==> src/rtl/druaga_load_ctrl.sv <==
// Download steering and core-reset sequencing between hps_io and the Druaga core.
// Routes ioctl writes to ROM/title/DIP targets, stretches core reset and checks ROM size.
module druaga_load_ctrl #(
  parameter logic [24:0] ROM_BYTES   = 25'h30000,
  parameter int unsigned HOLD_CYCLES = 1024
) (
  input  logic        clk_sys,
  input  logic        reset_n,
  input  logic        ioctl_download,
  input  logic        ioctl_wr,
  input  logic [24:0] ioctl_addr,
  input  logic [7:0]  ioctl_dout,
  input  logic [7:0]  ioctl_index,
  input  logic        rst_req,
  output logic        rom_we,
  output logic [24:0] rom_addr,
  output logic [7:0]  rom_data,
  output logic [3:0]  tno,
  output logic [23:0] dsw,
  output logic        core_reset,
  output logic        rom_ok
);

  typedef enum logic [1:0] {
    ST_LOAD,
    ST_HOLD,
    ST_RUN
  } state_t;

  localparam logic [15:0] HC_M1 = 16'(HOLD_CYCLES - 1);

  state_t      r_state;
  state_t      w_next;
  logic [15:0] r_hcnt;
  logic [15:0] w_hcnt_next;
  logic        r_core_reset;

  logic        r_dl_d;
  logic        r_live;
  logic        r_idx0;
  logic [24:0] r_acc_cnt;
  logic        r_rom_ok;

  logic        r_rom_we;
  logic [24:0] r_rom_addr;
  logic [7:0]  r_rom_data;
  logic [3:0]  r_tno;
  logic [23:0] r_dsw;

  logic        w_rise;
  logic        w_fall;
  logic        w_idx0_now;
  logic        w_rom_acc;
  logic        w_dip_wr;
  logic [24:0] w_acc_base;
  logic [24:0] w_acc_next;

  // r_live masks the first cycle after reset so a download already in progress
  // is not mistaken for a fresh start.
  assign w_rise     = r_live & ioctl_download & ~r_dl_d;
  assign w_fall     = ~ioctl_download & r_dl_d;
  assign w_idx0_now = (ioctl_index == 8'd0);
  assign w_rom_acc  = ioctl_wr & w_idx0_now & (ioctl_addr < ROM_BYTES);
  assign w_dip_wr   = ioctl_wr & (ioctl_index == 8'd254) & (ioctl_addr[24:2] == 23'd0);

  always_comb begin
    w_acc_base = (w_rise && w_idx0_now) ? '0 : r_acc_cnt;
    w_acc_next = w_acc_base;
    if (w_rom_acc && (w_acc_base != '1)) begin
      w_acc_next = w_acc_base + 25'd1;
    end
  end

  always_comb begin
    w_next      = r_state;
    w_hcnt_next = r_hcnt;
    if (ioctl_download) begin
      w_next = ST_LOAD;
    end else begin
      unique case (r_state)
        ST_LOAD: begin
          w_next      = ST_HOLD;
          w_hcnt_next = HC_M1;
        end
        ST_HOLD: begin
          if (rst_req) begin
            w_hcnt_next = HC_M1;
          end else if (r_hcnt == 16'd0) begin
            w_next = ST_RUN;
          end else begin
            w_hcnt_next = r_hcnt - 16'd1;
          end
        end
        ST_RUN: begin
          if (rst_req) begin
            w_next      = ST_HOLD;
            w_hcnt_next = HC_M1;
          end
        end
        default: begin
          w_next      = ST_HOLD;
          w_hcnt_next = HC_M1;
        end
      endcase
    end
  end

  always_ff @(posedge clk_sys or negedge reset_n) begin
    if (!reset_n) begin
      r_state      <= ST_HOLD;
      r_hcnt       <= HC_M1;
      r_core_reset <= 1'b1;
    end else begin
      r_state      <= w_next;
      r_hcnt       <= w_hcnt_next;
      r_core_reset <= (w_next != ST_RUN);
    end
  end

  always_ff @(posedge clk_sys or negedge reset_n) begin
    if (!reset_n) begin
      r_dl_d    <= 1'b0;
      r_live    <= 1'b0;
      r_idx0    <= 1'b0;
      r_acc_cnt <= '0;
      r_rom_ok  <= 1'b0;
    end else begin
      r_dl_d    <= ioctl_download;
      r_live    <= 1'b1;
      r_acc_cnt <= w_acc_next;
      if (w_rise) begin
        r_idx0 <= w_idx0_now;
        if (w_idx0_now) begin
          r_rom_ok <= 1'b0;
        end
      end else if (w_fall && r_idx0) begin
        r_rom_ok <= (r_acc_cnt == ROM_BYTES);
      end
    end
  end

  always_ff @(posedge clk_sys or negedge reset_n) begin
    if (!reset_n) begin
      r_rom_we   <= 1'b0;
      r_rom_addr <= '0;
      r_rom_data <= '0;
      r_tno      <= '0;
      r_dsw      <= '0;
    end else begin
      r_rom_we <= w_rom_acc;
      if (w_rom_acc) begin
        r_rom_addr <= ioctl_addr;
        r_rom_data <= ioctl_dout;
      end
      if (ioctl_wr && (ioctl_index == 8'd1)) begin
        r_tno <= ioctl_dout[3:0];
      end
      if (w_dip_wr) begin
        unique case (ioctl_addr[1:0])
          2'd0:    r_dsw[7:0]   <= ioctl_dout;
          2'd1:    r_dsw[15:8]  <= ioctl_dout;
          2'd2:    r_dsw[23:16] <= ioctl_dout;
          default: r_dsw        <= r_dsw;
        endcase
      end
    end
  end

  assign rom_we     = r_rom_we;
  assign rom_addr   = r_rom_addr;
  assign rom_data   = r_rom_data;
  assign tno        = r_tno;
  assign dsw        = r_dsw;
  assign core_reset = r_core_reset;
  assign rom_ok     = r_rom_ok;

endmodule
==> config.mk <==
export PLATFORM = sky130hd
export DESIGN_NAME = druaga_load_ctrl
export DESIGN_NICKNAME = d
export VERILOG_FILES = /design/src/rtl/druaga_load_ctrl.sv
export SDC_FILE = /design/constraint.sdc
export NUM_CORES = 1
export LEC_CHECK = 0
export ABC_AREA = 1
export BUFFER_PORTS_ARGS = -buffer_cell sky130_fd_sc_hd__clkbuf_2
export CAP_MARGIN = 20
export CORE_ASPECT_RATIO = 1.1
export CORE_MARGIN = 2
export CORE_UTILIZATION = 50
export CTS_BUF_LIST = sky130_fd_sc_hd__clkbuf_4 sky130_fd_sc_hd__clkbuf_8 sky130_fd_sc_hd__clkbuf_16
export DETAILED_ROUTE_END_ITERATION = 10
export MAX_ROUTING_LAYER = met4
export PLACE_DENSITY = 0.74
export SYNTH_ARGS = -nofsm -noshare
export SYNTH_HDL_FRONTEND = slang
export SYNTH_SLANG_ARGS = --single-unit
==> constraint.sdc <==
create_clock -name clk_sys -period 2.6 [get_ports clk_sys]
set_clock_uncertainty 0.15 [all_clocks]
set_input_delay 0 -clock clk_sys [delete_from_list [all_inputs] [get_ports clk_sys]]
set_output_delay 0 -clock clk_sys [all_outputs]
set_load 0.01 [all_outputs]
==> results <==
- Entering global routing, the biggest net connects 64 pins.
- The worst-margin pin slew is 1.463 ns.
- The detailed router finished its first iteration with 341 violations.
- For this block, the routed nets add up to 14.69 mm of wire.
- The total of endpoints with negative setup slack in the final report is 0.
- The clock transition at the register clock pins on the worst setup and hold paths after CTS is 0.07 ns.
- The critical path endpoint category is a flip-flop.
- The final layout contains 912 nets.
- The synthesized area per cell is 7.816 sq um.
- For the worst setup path, the data arrival time is 2.64 ns.
- Compared with the post-synthesis result, the final layout area differs by 22.85%.
- The number of max-slew violations in the final report came to 0.
- The worst-case IR drop observed on VDD is 0.3860 mV.
- The first-pass GRT wire length is 24.52 mm.
- The cell area after synthesis is 5635 sq um.
- The count of buffers inserted at the top-level ports is 109.
- Measured against its own limit, the worst slew margin works out to 0.01573.
- The number of storage elements in the synthesis netlist is 110.
- Dividing the detail-routed via count by the number of cells gives 5.169.
- The critical path required time is 2.74 ns.
- After detailed routing, the number of remaining DRC violations is 0.
- The post-detailed-placement half-perimeter wirelength is 10.11 mm.
- The routed layout has 5236 vias.
- Clock tree synthesis inserted a total of 9 buffers.
- The worst path needs 2.501 ns of the cycle, external delays included.
- The leakage power of the design is 0.003649 uW.
- After floorplanning, the core was divided into 40 placement rows.
- Once layout is complete, the cells apart from fillers number 1013.
- The cell count after placement is 966.
- The worst hold-check path type is in -> reg.
- The first detailed-routing pass ran for 5 iterations.
- The flow ran to the end, but the final reports show violations.
- The largest stage delay on the critical path is 1.12 ns.
- The number of maximum-capacitance violations is 1.
- The fraction of final layout cells with drive strength greater than 1 is 0.2113.
- Yosys printed 0 warnings.
- The clock tree synthesis step divided the H-tree into 3 levels.
- The final-report hold violation count came to 0.
- In this run the horizontal extent of the chip is 105.2 um.
- The distinct cell type count of the synthesized netlist is 41.
- The peak fanout along the critical path is 22.
- The number of buffers and inverters on the critical path is 4.
- The number of instances in the synthesized netlist is 721.
- The checks that failed: max-capacitance violations.
- The worst setup path is launched from an input pin.
- The region available for standard cell placement spans 10960 sq um.
- The cell repeated most along the worst path is nand2_1.
- The accumulated negative setup slack is 0 ns.
- The average detailed-routed wire length per instance is 14.50 um.
- The clock latency at the later pin of the worst-skew pair is 0.35 ns.
- When the netlist entered floorplanning its net count stood at 772.
- Summed over all layers, the global routing overflow is 0.
- Clock tree synthesis selected as its root buffer the cell clkbuf_16.
- Across every metal layer, demand over resource in global routing totals 0.2623.
- The power per standard cell area is 478.8 nW/um^2.
- The worst setup path is of the in -> reg kind.
- For this design the top-level I/O count stands at 110.
- In the finished design, the share of the clock period the worst path needs comes to 0.9621.
- The TritonCTS sink count is 110.
- Walking the worst path, the cells encountered are dlygate4sd3_1, clkbuf_2, inv_1, o2111ai_1, nor4_1, nand2_8, inv_6, nand2_1, nand2_1.
- The async set-or-reset flop fraction in the synthesized netlist is 1.000.
- The remaining antenna violation count after routing is 0.
- Among all flip-flop cells after synthesis, the most frequent one is dfrtp_1.
- The fmax is 0.3998 GHz.
- The number of enable flip-flop cells after synthesis is 0.
- The final antenna diode count is 0.
- The number of global-route vias before repair is 5186.
- The maximum clock path buffer count is 2.
- TritonCTS built the clock tree.
- The initial antenna violation count is 0.
- The global placer's final weighted congestion is 0.9556.
- The kind of cell with the highest combined delay along the critical path is simple AND/OR/NAND/NOR gates.
- The slowest stage of the critical path is the nor4_1 cell.
- The die is 115.3 um tall.
- The starting density of the core is 0.5142.
- For this run, the register share of the synthesized area comes to 0.4911.
- The area of the die is 12140 sq um.
==> what timing repair did <==
item | 4_1_cts | 5_1_grt
buffers inserted | 0 | 1
endpoints found under the setup margin | 0 | 22
endpoints found under the hold margin | 114 | 0
hold buffers | 29 | 0
resized for setup | 0 | 7
==> where the power goes <==
part	switching, uW	internal [uW]
combinational	134	93.4
sequential	21.6	1740
clock	635	688
total	791	2520
==> tightest hold or removal path: stages <==
cell      delay [ns]
clkbuf_2        0.11
nand3_1         0.27
o21ai_0         0.11
==> path summary, 6_finish.rpt <==
check | from | end | slack [ns] | depth (start not counted)
max | ioctl_addr[17] | r_acc_cnt[14]$_DFF_PN0_ | 0.1 | 9
min | ioctl_wr | tno[1]$_DFFE_PN0P_ | 0.03 | 3
max reg2reg | r_dl_d$_DFF_PN0_ | r_acc_cnt[14]$_DFF_PN0_ | 0.18 | 16
min reg2reg | rom_addr[19]$_DFFE_PN0P_ | rom_addr[19]$_DFFE_PN0P_ | 0.32 | 2
max in group asynchronous | reset_n | rom_addr[5]$_DFFE_PN0P_ | 1.49 | 3
min in group asynchronous | reset_n | r_state[1]$_DFF_PN0_ | 0.05 | 2
==> metal layers <==
metal	share of wire	wire length (um)	track usage
met5	0	0	-
met4	0.030	437	0.1084
met3	0.058	849	0.05159
met2	0.49	7137	0.4310
met1	0.43	6268	0.3186
==> layout make-up <==
cell class                 instances  area, sq um
clock buffer                      11        246.5
inverter                          78        297.8
timing repair buffer             147        922.1
sequential                       110         2768
tap                              147        183.9
fill                             926         4038
multi-input combinational        515         2471
clock inverter                     5        33.78
==> placed cells by master, fill, tap and decap left out, drive strengths merged, types with 3 or more instances in the layout <==
cell type,netlist,routed
nor2,78,78
ha,5,5
inv,78,79
nor3,10,10
a21oi,7,7
buf,12,10
dlygate4sd3,0,29
nor4,11,11
dfstp,12,12
dfrtp,98,98
clkbuf,7,119
clkinv,0,3
nand4,8,8
o21ai,59,59
nand2,251,252
xor2,15,15
nand3,55,55
==> state kept, by name, summed over array words and instances, names as in the netlist <==
name	flops
rom_data	8
rom_addr	25
r_acc_cnt	25
tno	4
r_state	2
dsw	24
r_idx0	1
r_hcnt	16
rom_ok	1
rom_we	1
r_dl_d	1
core_reset	1
r_live	1
==> Yosys cell counts (2+ instances only) <==
library cell / count / area [sq um]
ha_1: 5 / 62.56
nor2_1: 68 / 255.2
inv_1: 75 / 281.5
nand3_1: 45 / 225.2
inv_2: 2 / 7.510
nand3_2: 9 / 90.09
nand2_4: 2 / 22.52
o22ai_1: 2 / 12.51
o21ai_1: 2 / 10.01
nand2_2: 5 / 31.28
nand4_1: 8 / 50.05
xor2_1: 15 / 131.4
xnor2_1: 2 / 17.52
nand3b_1: 2 / 15.01
o21ai_0: 57 / 285.3
clkbuf_1: 7 / 26.28
buf_2: 4 / 20.02
a21oi_1: 7 / 35.03
nand2_1: 244 / 915.9
o31ai_1: 2 / 15.01
dfstp_2: 12 / 315.3
buf_6: 5 / 56.30
dfrtp_1: 98 / 2452
nor3_1: 9 / 45.04
nor2_2: 9 / 56.30
nor4_1: 10 / 62.56
==> metrics by stage <==
step | hold WS, ns | power [uW] | cell area, sq um | setup WS (ns) | utilization
after floorplan | -0.4456 | 1873 | 5635 | 0.1380 | -
after global placement | -0.09083 | 1977 | 6311 | 0.1595 | 0.5758
after detailed placement | -0.08364 | 1985 | 6311 | 0.09826 | 0.5758
after CTS | 0.03489 | 3344 | 6882 | 0.07272 | 0.6279
after global routing | 0.05279 | 3425 | 6923 | -0.01654 | 0.6316
final | 0.03122 | 3315 | 6923 | 0.09866 | 0.6316
==> kinds of logic after synthesis <==
group                    Yosys count  share of synthesized area
AND/OR/NAND/NOR                  417                     0.3264
AO/OA/AOI/OAI                     74                    0.06905
other                              1                  0.0006654
flip-flops                       110                     0.4911
buffers and inverters             97                    0.07527
adder cells (fa/ha/maj)            5                    0.01110
XOR/XNOR                          17                    0.02642
(Power assumes the default switching activity.)
